## config.mk

```make
export PLATFORM = sky130hd
export DESIGN_NAME = control_sequencer
export DESIGN_NICKNAME = d
export VERILOG_FILES = /design/src/rtl/ctrl_pkg.sv /design/src/rtl/control_sequencer.sv
export SDC_FILE = /design/constraint.sdc
export NUM_CORES = 1
export LEC_CHECK = 0
export CORE_MARGIN = 2
export CORE_UTILIZATION = 35
export DETAILED_ROUTE_END_ITERATION = 6
export DONT_BUFFER_PORTS = 1
export PLACE_DENSITY = 0.52
export SYNTH_ARGS = -nofsm -noshare
export SYNTH_HDL_FRONTEND = slang
export SYNTH_SLANG_ARGS = --single-unit
export TNS_END_PERCENT = 1
```

## constraint.sdc

```tcl
create_clock -name clk -period 2.75 [get_ports clk]
set_input_delay 0.275 -clock clk [delete_from_list [all_inputs] [get_ports clk]]
set_output_delay 0.275 -clock clk [all_outputs]
set_load 0.05 [all_outputs]
```

## src/rtl/ctrl_pkg.sv

```systemverilog
// Shared state encoding, default opcode map and opcode legality helper for control_sequencer.
package ctrl_pkg;

   typedef enum logic [2:0] {
      FETCH     = 3'd0,
      DECODE    = 3'd1,
      EXECUTE   = 3'd2,
      MEM       = 3'd3,
      WRITEBACK = 3'd4,
      HALTED    = 3'd5,
      TRAP      = 3'd6
   } state_e;

   localparam int DEF_OPCODE_W = 4;
   localparam int DEF_OP_NOP   = 0;
   localparam int DEF_OP_LOAD  = 1;
   localparam int DEF_OP_STORE = 2;
   localparam int DEF_OP_JUMP  = 4;
   localparam int DEF_OP_ALU   = 6;
   localparam int DEF_CNT_W    = 16;

   function automatic logic is_legal_opcode(input logic [31:0] op,
                                            input logic [31:0] op_nop,
                                            input logic [31:0] op_load,
                                            input logic [31:0] op_store,
                                            input logic [31:0] op_jump,
                                            input logic [31:0] op_alu,
                                            input logic [31:0] op_halt);
      return (op == op_nop) || (op == op_load) || (op == op_store) ||
             (op == op_jump) || (op == op_alu) || (op == op_halt);
   endfunction

endpackage

```

## src/rtl/control_sequencer.sv

```systemverilog
// Multi-cycle instruction control sequencer with memory wait states, halt/resume and retire counter.
// Build option CTRL_ILLEGAL_TRAP_EN: undefined opcodes take a one-cycle TRAP instead of halting.
module control_sequencer
   import ctrl_pkg::*;
#(
   parameter int                  OPCODE_W = DEF_OPCODE_W,
   parameter logic [OPCODE_W-1:0] OP_NOP   = OPCODE_W'(DEF_OP_NOP),
   parameter logic [OPCODE_W-1:0] OP_LOAD  = OPCODE_W'(DEF_OP_LOAD),
   parameter logic [OPCODE_W-1:0] OP_STORE = OPCODE_W'(DEF_OP_STORE),
   parameter logic [OPCODE_W-1:0] OP_JUMP  = OPCODE_W'(DEF_OP_JUMP),
   parameter logic [OPCODE_W-1:0] OP_ALU   = OPCODE_W'(DEF_OP_ALU),
   parameter logic [OPCODE_W-1:0] OP_HALT  = '1,
   parameter int                  CNT_W    = DEF_CNT_W
) (
   input  logic                clk,
   input  logic                rst_n,
   input  logic [OPCODE_W-1:0] opcode,
   input  logic                mem_ready,
   input  logic                resume,
   output logic [2:0]          stage,
   output logic                instr_fetch,
   output logic                instr_decode,
   output logic                instr_exec,
   output logic                mem_req,
   output logic                mem_we,
   output logic                write_back,
   output logic                pc_load,
   output logic                retire,
   output logic                halted,
   output logic                illegal,
   output logic [CNT_W-1:0]    instr_count
);

   state_e              state;
   logic [OPCODE_W-1:0] op_reg;
   logic                retire_pend;
   logic                legal;

   assign legal = is_legal_opcode(32'(opcode), 32'(OP_NOP), 32'(OP_LOAD), 32'(OP_STORE),
                                  32'(OP_JUMP), 32'(OP_ALU), 32'(OP_HALT));

   // NOP and STORE finish on a transition that may hinge on live inputs, so their retire is
   // registered and shows in the following FETCH cycle; strobes never see mem_ready directly.
   always_ff @(posedge clk) begin
      if (!rst_n) begin
         state       <= FETCH;
         op_reg      <= '0;
         illegal     <= 1'b0;
         instr_count <= '0;
         retire_pend <= 1'b0;
      end else begin
         retire_pend <= 1'b0;
         if (retire)
            instr_count <= instr_count + CNT_W'(1);
         case (state)
            FETCH: begin
               if (mem_ready)
                  state <= DECODE;
            end
            DECODE: begin
               op_reg <= opcode;
               if (opcode == OP_NOP) begin
                  retire_pend <= 1'b1;
                  state       <= FETCH;
               end else if (opcode == OP_HALT) begin
                  state <= HALTED;
               end else if (legal) begin
                  state <= EXECUTE;
               end else begin
                  illegal <= 1'b1;
`ifdef CTRL_ILLEGAL_TRAP_EN
                  state   <= TRAP;
`else
                  state   <= HALTED;
`endif
               end
            end
            EXECUTE: begin
               if (op_reg == OP_LOAD || op_reg == OP_STORE)
                  state <= MEM;
               else if (op_reg == OP_ALU)
                  state <= WRITEBACK;
               else
                  state <= FETCH;
            end
            MEM: begin
               if (mem_ready) begin
                  if (op_reg == OP_STORE) begin
                     retire_pend <= 1'b1;
                     state       <= FETCH;
                  end else begin
                     state <= WRITEBACK;
                  end
               end
            end
            WRITEBACK: state <= FETCH;
            HALTED: begin
               if (resume) begin
                  illegal <= 1'b0;
                  state   <= FETCH;
               end
            end
            TRAP:    state <= FETCH;
            default: state <= FETCH;
         endcase
      end
   end

   assign stage        = state;
   assign instr_fetch  = (state == FETCH);
   assign instr_decode = (state == DECODE);
   assign instr_exec   = (state == EXECUTE);
   assign mem_req      = (state == FETCH) || (state == MEM);
   assign mem_we       = (state == MEM) && (op_reg == OP_STORE);
   assign write_back   = (state == WRITEBACK);
   assign pc_load      = ((state == EXECUTE) && (op_reg == OP_JUMP)) || (state == TRAP);
   assign retire       = retire_pend || (state == WRITEBACK) ||
                         ((state == EXECUTE) && (op_reg == OP_JUMP));
   assign halted       = (state == HALTED);

endmodule

```

# Yosys cells after proc, flatten, opt, wreduce, memory -nomap -nowiden
# Index checks and enable logic that the tools add are counted.
# Widths: inputs -> output; s select.
# classes
addsub	1
eq_ne	21
n_mux	19
reduce_logical	17
# ops
cell	count
$mux 3	9
$add 16x1->16 const B	1
$eq 4x3->1 const B	4
$pmux 3 s5	1
$ne 2x2->1 const B	6
$logic_or 1x1->1	10
$eq 3x3->1 const B	3
$eq 4x1->1 const B	2
$eq 4x2->1 const B	2
$mux 1	7
$eq 3x2->1 const B	2
$reduce_and 5->1	1
$eq 4x4->1 const B	1
$logic_not 4->1	1
$pmux 1 s2	2
$eq 3x1->1 const B	1
$logic_not 3->1	1
$reduce_and 3->1	1
$logic_and 1x1->1	2
$reduce_bool 2->1	1
# word_totals
reg_bits	25
input_bits	8
output_inout_bits	29
word_cells	63

# Logic depth before layout (Yosys ltp)
# Gate-level depths: netlist of the first run.
# logic_depth
ltp_word	10
mapped_depth	6
depth_no_buf	5

# Worst setup path before layout of the first run
# OpenSTA, ideal clock, no wires.
# synth_timing
path_kind	register to register
startpoint	reg state[1], in the netlist stage[1]
endpoint	reg instr_count[1]
setup_time_ns	0.128
arrival_ns	2.464
required_ns	2.622
slack_ns	0.158
path_stages_with_launch	7
path_buffers	1
synth_period_minus_slack_ns	2.592
cell_sequence	dfxtp_1 > nor3b_2 > a211oi_2 > buf_2 > inv_2 > mux2i_1 > nor2_1
# synth_via
elab_chain_cells	3
word_cells_on_any_way	5
classes_between	eq/ne: 2; reduce/logical: 3
# synth_rtl
item	line_no	text
start, declared	control_sequencer.sv:34	state_e state;
start signal, assigned	control_sequencer.sv:46	state <= FETCH;
start signal, assigned	control_sequencer.sv:58	state <= DECODE;
start signal, assigned	control_sequencer.sv:64	state <= FETCH;
$eq 3x2->1	n/a	
named net instr_exec	control_sequencer.sv:23	output logic instr_exec,
$logic_and 1x1->1	control_sequencer.sv:118	((state == EXECUTE) && (op_reg == OP_JUMP));
$logic_or 1x1->1	control_sequencer.sv:117	assign retire = retire_pend || (state == WRITEBACK) ||
named net retire	control_sequencer.sv:28	output logic retire,
end signal, assigned	control_sequencer.sv:54	instr_count <= instr_count + CNT_W'(1);
end, declared	control_sequencer.sv:31	output logic [CNT_W-1:0] instr_count
# The timed path passes the listed nets, and every way through them passes these cells.
# A chain may end at the register's enable or synchronous reset.

# Worst setup path in the final report of the first run
# layout_timing
startpoint	reg state[0], in the netlist stage[0]
endpoint	out retire
# layout_via
elab_chain_cells	3
word_cells_on_any_way	5
classes_between	eq/ne: 2; reduce/logical: 3
# layout_rtl
item	line_no
$eq 3x3->1 / $eq 3x2->1 (equally long branches)	control_sequencer.sv:117, control_sequencer.sv:118
$logic_or 1x1->1 / $logic_and 1x1->1 (equally long branches)	control_sequencer.sv:117, control_sequencer.sv:118
$logic_or 1x1->1 (*)	control_sequencer.sv:117
end, declared	control_sequencer.sv:28
# Mark *: on every way between the ends. The rest lies on a longest branch, timed or not.

==> impl_metrics.json, run 1 <==
{
  "track_usage": 0.158,
  "cts_tree": "yes",
  "finClkSkew_ps": 2.59,
  "crit_path_max_incr_delay_ps": 570,
  "initial_core_util": 0.367,
  "min_period_over_period": 0.835,
  "die-area_sq_um": 4410,
  "synthesis.area_sq_um": 1360,
  "num_vias": 1225,
  "arrival_ps": 2020,
  "ys_dominant_reg_cell": "dfxtp_1",
  "synth_fp_nets": 170,
  "die_h_um": 66.4,
  "wl_per_cell_um": 14.1,
  "ir_drop_mv": 0.437,
  "yosys_warnings": 0,
  "clock_sinks": 25,
  "ant_nets": 0,
  "slowest_stage": "a211oi_4",
  "drv_cap": 0,
  "io_buffers": 0,
  "numCtsBuffers": 3,
  "async_flop_share": 0,
  "synthToLayoutAreaGrowth_pct": 16.2,
  "drt_first_pass_iters": 4,
  "ys_top_cells_by_area": "dfxtp_1 (37%), or4_1 (6.1%), a21oi_1 (5.9%)",
  "clock_latency_ps": 260,
  "grt-ovfl-total": 0,
  "met1Wirelength_um": 1470,
  "cp_cell_sequence": "buf_4 -> nor3b_2 -> a211oi_4 -> buf_4 -> inv_2 -> buf_12",
  "regArea_sq_um": 500,
  "clkTransAtPathRegs_ps": 80,
  "drtIter0Drc": 87,
  "postPlaceCellArea_sq_um": 1530,
  "tns_ps": 0,
  "holdBufCountCts": 0,
  "start_kind": "flop",
  "final.fill_count": 399,
  "post-cts-setup-buffers": 0,
  "p_per_area_nw_per_um2": 813,
  "row_count": 22,
  "slew_violations": 0,
  "cp.required_ps": 2480,
  "drc": 0,
  "crit_type": "reg2out",
  "wl_um": 3090,
  "synthCells": 161,
  "synthTopCellsByCount": "dfxtp_1 (25), a21oi_1 (16), nand2_1 (11), or4_1 (11), nor2_1 (10)",
  "seq_area_frac_synth": 0.367,
  "relSlewSlack": 0.537,
  "yosysUniqueCellTypes": 43,
  "grt_pass1_wl_um": 5430,
  "dp_hpwl_um": 2290,
  "nets": 181,
  "ys_ff_latch": 25,
  "gp_congestion": 0.865,
  "end_kind": "output pin",
  "crit_buf_inv": 4,
  "cpMostUsedCell": "buf_4",
  "fin_area_sq_um": 1590,
  "fp.dieW_um": 66.4,
  "hold_viol": 0,
  "cp_top_family": "buffers and inverters",
  "max_slew.worst_pin.slew_ps": 694,
  "grt_pass1_vias": 1184,
  "cts.htree.levels": 1,
  "routed_via_density": 5.59,
  "grt_max_degree": 23,
  "antenna_found_initial": 0,
  "largest_register_ffs": 16,
  "cp_max_fo": 18,
  "max_freq_mhz": 436,
  "status": "completed",
  "drive_above_1_share": 0.170,
  "cts_buffer_depth": 2,
  "rsz0062_at_grt": "no",
  "root_buffer": "clkbuf_8",
  "multi_input_area_sq_um": 812,
  "top_layer": "met4",
  "coreArea_sq_um": 3720,
  "yosysMostFrequentCell": "dfxtp_1",
  "dr_wl_met3_um": 138,
  "synth_edf_count": 0,
  "wl_met2_um": 1450,
  "setup_viol": 0,
  "yosysTopAreaCellShare": 0.367,
  "diodes": 0,
  "cts_resized": 0,
  "cellLeakagePower_nw": 0.528,
  "syn_area_per_cell_sq_um": 8.47,
  "io_pins": 37,
  "hold_class": "in2reg",
  "synth_area_leader_cell": "dfxtp_1",
  "period_minus_slack_ps": 2300
}
routing by layer:
| layer | up-vias | global-route usage |
|---|---|---|
| met5 | - | 0 |
| met4 | 0 | 0.0459 |
| met3 | 4 | 0.0341 |
| met2 | 25 | 0.259 |
| met1 | 574 | 0.205 |
| li1 | 622 | - |
path summary, 6_finish.rpt:
path	start	end	slack [ps]	depth (start not counted)
max	stage[0]$_SDFFE_PN0P_	retire	450	6
min	resume	illegal$_SDFFE_PN0P_	100	1
max reg2reg	instr_count[4]$_SDFFE_PN0P_	instr_count[14]$_SDFFE_PN0P_	590	4
min reg2reg	op_reg[2]$_SDFFE_PN0P_	op_reg[2]$_SDFFE_PN0P_	550	2
cells in the final DEF, fill, tap and decap left out, types with 2 or more instances in the layout:
cell type	n
nand4_1	2
o32ai_1	2
or3_1	4
a21oi_1	16
nand3_1	7
nand2_1	11
or4_1	11
nor3_1	4
buf_4	14
nor4b_2	2
nor2b_1	3
o21a_1	2
inv_1	4
o21ai_0	6
mux2i_1	6
buf_12	2
o31ai_1	9
xnor2_1	2
dfxtp_1	25
clkbuf_8	3
nor2_1	10
nand2b_1	2
nor3b_2	3
power breakdown:
| group | switching (mW) | leakage, nW | internal [mW] | total (mW) |
|---|---|---|---|---|
| logic | 0.398 | 0.303 | 0.228 | 0.626 |
| clock network | 0.113 | 0.0228 | 0.103 | 0.216 |
| registers | 0.0480 | 0.203 | 0.398 | 0.446 |
worst register-to-register path, cell delays in order (launching register included):
cell and delay [ps]:
dfxtp_1 730, nand4_2 220, or4_4 590, or4_1 410, a21oi_1 140
cells by family (layout without fill, tap and decap cells):
logic type | count (synthesis) | in the layout | share of synthesized area
XOR/XNOR | 3 | 3 | 0.0193
AO/OA/AOI/OAI | 42 | 42 | 0.198
multiplexers | 6 | 6 | 0.0440
AND/OR/NAND/NOR | 68 | 68 | 0.316
flip-flops | 25 | 25 | 0.367
adder cells (fa/ha/maj) | 1 | 1 | 0.00917
buffers and inverters | 16 | 26 | 0.0468
final cells by class:
class,count,area share
Multi-Input combinational cell,120,0.512
Inverter,6,0.0142
Timing Repair Buffer,16,0.0916
Tap cell,48,0.0379
Clock buffer,4,0.0284
Sequential cell,25,0.316
per-stage QoR:
stage / instances / hold slack, ps / worst slack, ps / util / power, mW
after floorplan: 161 / 371 / 158 / - / 0.904
after global placement: 215 / 380 / 568 / 0.412 / 1.07
after detailed placement: 215 / 382 / 508 / 0.412 / 1.08
after CTS: 219 / 95.4 / 202 / 0.425 / 1.30
after global routing: 219 / 102 / 281 / 0.427 / 1.38
final: 219 / 101 / 455 / 0.427 / 1.29
Power figures use the tool's default switching activity.
==> inputs of run 2 (changes only) <==
Clock period 2.75 ns to 2.2 ns, I/O delays scaled along.
==> run 2 against run 1 <==
Critical path type unchanged; utilization grew 3.8 points; critical endpoint unchanged; worst hold slack lost 49 ps; via count grew 8.7%; critical path depth shrank 1; clock power grew 26%; first-iteration DRC count shrank 18%.
==> impl_metrics.json, run 2 (same netlist as run 1, synthesis figures left out) <==
{
  "cp_top_family": "compound AO/OA/AOI/OAI gates",
  "dr_wl_met3_um": 180,
  "drv_cap": 0,
  "top_layer": "met4",
  "root_buffer": "clkbuf_8",
  "ant_nets": 0,
  "whs_ps": 51.7,
  "cp_cell_sequence": "nor3b_4 -> a211oi_4 -> buf_4 -> inv_2 -> buf_4",
  "end_kind": "output pin",
  "most-common-layout-cells": "buf_4 (33), dfxtp_1 (23), a21oi_1 (16)",
  "post-cts-setup-buffers": 0,
  "relSlewSlack": 0.498,
  "dp_hpwl_um": 2580,
  "slew_violations": 0,
  "drive_above_1_share": 0.265,
  "cts.htree.levels": 1,
  "fp.dieW_um": 66.4,
  "wl_um": 3610,
  "ir_drop_mv": 0.474,
  "met1Wirelength_um": 1640,
  "cts_buffer_depth": 2,
  "min_period_over_period": 0.921,
  "hold_viol": 0,
  "crit_type": "reg2out",
  "rsz0062_at_grt": "no",
  "grt_pass1_vias": 1288,
  "num_vias": 1331,
  "p_per_area_nw_per_um2": 958,
  "gp_congestion": 0.878,
  "crit_buf_inv": 3,
  "max_freq_mhz": 494,
  "final.fill_count": 351,
  "status": "completed",
  "design_power_total_mw": 1.65,
  "drtIter0Drc": 71,
  "place_ws_ps": -119,
  "diodes": 0,
  "start_kind": "flop",
  "cpMostUsedCell": "buf_4",
  "clock_sinks": 25,
  "final.setup.worst_slack_ps": 175,
  "track_usage": 0.180,
  "antenna_found_initial": 0,
  "max_slew.worst_pin.slew_ps": 752,
  "slowest_stage": "a211oi_4",
  "hold_class": "in2reg",
  "wl_met2_um": 1780,
  "grt-ovfl-total": 0,
  "cts_tree": "yes",
  "grt_pass1_wl_um": 6080,
  "drc": 0,
  "die-area_sq_um": 4410,
  "arrival_ps": 1810,
  "largest_register_ffs": 16,
  "drt_first_pass_iters": 4,
  "row_count": 22,
  "tns_ps": 0,
  "synthToLayoutAreaGrowth_pct": 26.5,
  "nets": 199,
  "cellLeakagePower_nw": 0.617,
  "clkTransAtPathRegs_ps": 90,
  "postPlaceCellArea_sq_um": 1650,
  "grt_max_degree": 23,
  "io_buffers": 0,
  "coreArea_sq_um": 3720,
  "period_minus_slack_ps": 2030,
  "initial_core_util": 0.367,
  "cp_max_fo": 13,
  "setup_viol": 0,
  "io_pins": 37,
  "finClkSkew_ps": 11.3,
  "fin_area_sq_um": 1730,
  "die_h_um": 66.4,
  "numCtsBuffers": 3,
  "crit_path_max_incr_delay_ps": 530,
  "wl_per_cell_um": 15.2,
  "layout_commonest_cell": "buf_4",
  "clock_latency_ps": 270,
  "routed_via_density": 5.62,
  "cp.required_ps": 1980
}
==> run 2: cell count changes in the layout (fill, tap and decap cells not counted), sizes merged <==
cell	before	now
buf	16	33
clkinv	1	2
a211oi	2	3
clkbuf	4	3
==> run 2: layer usage <==
metal	global-route usage	vias to the layer above
li1	-	665
met3	0.0477	2
met5	0	-
met2	0.318	30
met4	0.0306	0
met1	0.221	634
==> run 2: area by class of cell <==
| class | count | area [sq um] | share of cell area |
|---|---|---|---|
| Clock buffer | 3 | 41.3 | 0.0239 |
| Inverter | 6 | 22.5 | 0.0131 |
| Multi-Input combinational cell | 121 | 846 | 0.490 |
| Sequential cell | 25 | 503 | 0.292 |
| Clock inverter | 1 | 5.00 | 0.00290 |
| Timing Repair Buffer | 33 | 248 | 0.144 |
| Tap cell | 48 | 60.1 | 0.0348 |
==> run 2: final timing paths <==
kind	depth (start not counted)	end	slack (ps)	start
max	5	retire	170	stage[0]$_SDFFE_PN0P_
min	1	illegal$_SDFFE_PN0P_	50	resume
max reg2reg	5	stage[1]$_SDFFE_PN0P_	260	stage[0]$_SDFFE_PN0P_
min reg2reg	2	instr_count[10]$_SDFFE_PN0P_	540	instr_count[10]$_SDFFE_PN0P_
==> run 2: metrics by stage <==
stage,std cells,utilization
finish,237,0.464
global route,237,0.464
floorplan,161,-
global placement,232,0.444
detailed placement,232,0.444
CTS,237,0.462
==> run 2: report_power, final <==
group / internal [mW] / switching (mW) / leakage, nW / total (mW)
clock network: 0.127 / 0.145 / 0.0255 / 0.272
logic: 0.292 / 0.526 / 0.388 / 0.818
registers: 0.499 / 0.0651 / 0.203 / 0.564
==> run 2: timing repair <==
action	4_1_cts	5_1_grt
pin swaps	1	0
hold buffers	0	0
gates resized for setup	1	1
gates cloned	1	0
endpoints found under the setup margin	3	1
==> inputs of run 3 (changes only) <==
Settings changed: PLACE_DENSITY 0.52 to 0.47.
==> run 3 against run 2 <==
Die area did not move; clock power rose by 3%; largest power group unchanged; sequential cell count did not move.
==> impl_metrics.json, run 3 (same netlist as run 1, synthesis figures left out) <==
{
  "min_period_over_period": 0.890,
  "ant_nets": 0,
  "wl_met2_um": 1600,
  "worstRegToRegCells": 4,
  "finClkSkew_ps": 3.61,
  "synthToLayoutAreaGrowth_pct": 26.0,
  "cellLeakagePower_nw": 0.612,
  "slew_violations": 0,
  "coreArea_sq_um": 3720,
  "utilization": 0.462,
  "die-area_sq_um": 4410,
  "clock_latency_ps": 270,
  "cts_tree": "yes",
  "grt_pass1_vias": 1274,
  "cts_buffer_depth": 2,
  "drt_first_pass_iters": 4,
  "max_slew.worst_pin.slew_ps": 762,
  "grt_pass1_wl_um": 6010,
  "drv_cap": 0,
  "die_h_um": 66.4,
  "crit_type": "reg2out",
  "largest_register_ffs": 16,
  "start_kind": "flop",
  "numCtsBuffers": 3,
  "holdBufCountCts": 0,
  "cts.htree.levels": 1,
  "num_vias": 1345,
  "fp.dieW_um": 66.4,
  "clkTransAtPathRegs_ps": 90,
  "p_seq_frac": 0.340,
  "postPlaceCellArea_sq_um": 1640,
  "drive_above_1_share": 0.261,
  "end_kind": "output pin",
  "diodes": 0,
  "p_per_area_nw_per_um2": 965,
  "hold_depth": 1,
  "relSlewSlack": 0.491,
  "arrival_ps": 1740,
  "p_switching_mw": 0.745,
  "ir_drop_mv": 0.409,
  "met1Wirelength_um": 1730,
  "wl_per_cell_um": 15.2,
  "cp_max_fo": 12,
  "wl_um": 3590,
  "p_clk_frac": 0.170,
  "post-cts-setup-buffers": 0,
  "rsz0062_at_grt": "no",
  "track_usage": 0.176,
  "status": "completed",
  "antenna_found_initial": 0,
  "most-common-layout-cells": "buf_4 (32), dfxtp_1 (23), a21oi_1 (16)",
  "hold_class": "in2reg",
  "grt_max_degree": 23,
  "routed_via_density": 5.70,
  "fin_area_sq_um": 1720,
  "initial_core_util": 0.367,
  "gp_congestion": 0.751,
  "drc": 0,
  "root_buffer": "clkbuf_8",
  "drtIter0Drc": 69,
  "grt-ovfl-total": 0,
  "nets": 198,
  "period_minus_slack_ps": 1960,
  "max_freq_mhz": 510,
  "clock_sinks": 25,
  "p_comb_frac": 0.490,
  "io_buffers": 0,
  "io_pins": 37,
  "top_layer": "met4",
  "p_sw_frac": 0.449,
  "row_count": 22,
  "layout_commonest_cell": "buf_4",
  "cp.required_ps": 1980,
  "dr_wl_met3_um": 209,
  "setup_viol": 0,
  "hold_viol": 0,
  "dp_hpwl_um": 2580,
  "power.internal_mw": 0.913
}
## run 3: cell count changes in the layout (fill, tap and decap cells not counted), sizes merged
cell,change
buf,-1
## run 3: final cells by class
class | count | area [sq um]
fill | 395 | 2000
multi-input combinational | 121 | 846
sequential | 25 | 503
timing repair buffer | 32 | 240
tap | 48 | 60.1
clock buffer | 3 | 41.3
inverter | 6 | 22.5
clock inverter | 1 | 5.00
## run 3: stage by stage
step                      std cells  setup TNS, ps  hold slack (ps)  power [mW]  setup slack, ps
after floorplan                 161              0              316        1.15             8.88
after global placement          231              0              325        1.35             31.1
after detailed placement        231          -13.4              326        1.36            -13.4
after CTS                       236              0             30.2        1.66             57.7
after global routing            236              0             44.0        1.75              121
final                           236              0             32.7        1.66              241
## run 3: metal layers
metal  up-vias  GRT usage
met5         -          0
met3         5     0.0341
met1       641      0.245
met4         0     0.0612
li1        663          -
met2        36      0.269
## run 3: path summary, 6_finish.rpt
check / startpoint / endpoint / slack [ps]
min reg2reg: instr_count[5]$_SDFFE_PN0P_ / instr_count[5]$_SDFFE_PN0P_ / 530
max: stage[0]$_SDFFE_PN0P_ / retire / 240
min: resume / illegal$_SDFFE_PN0P_ / 30
max reg2reg: op_reg[3]$_SDFFE_PN0P_ / instr_count[9]$_SDFFE_PN0P_ / 350
## run 3: power groups by stage
stage	Clock, mW	Sequential [mW]	Combinational [mW]
2_1_floorplan	0	0.657	0.489
3_3_place_gp	0	0.568	0.781
3_5_place_dp	0	0.571	0.788
4_1_cts	0.292	0.561	0.808
5_1_grt	0.309	0.571	0.871
6_report	0.281	0.564	0.812
## run 3: what timing repair did
action / CTS / global route
endpoints found under the setup margin: 1 / 1
gates resized for setup: 1 / 1
pin swaps: 1 / 0
cloned: 1 / 0
## run 3: critical path, stage by stage, from the launching register on
cell and delay, ps:
dfxtp_1 440, nor3b_4 100, a211oi_4 470, buf_4 220
inv_2 50, buf_4 180
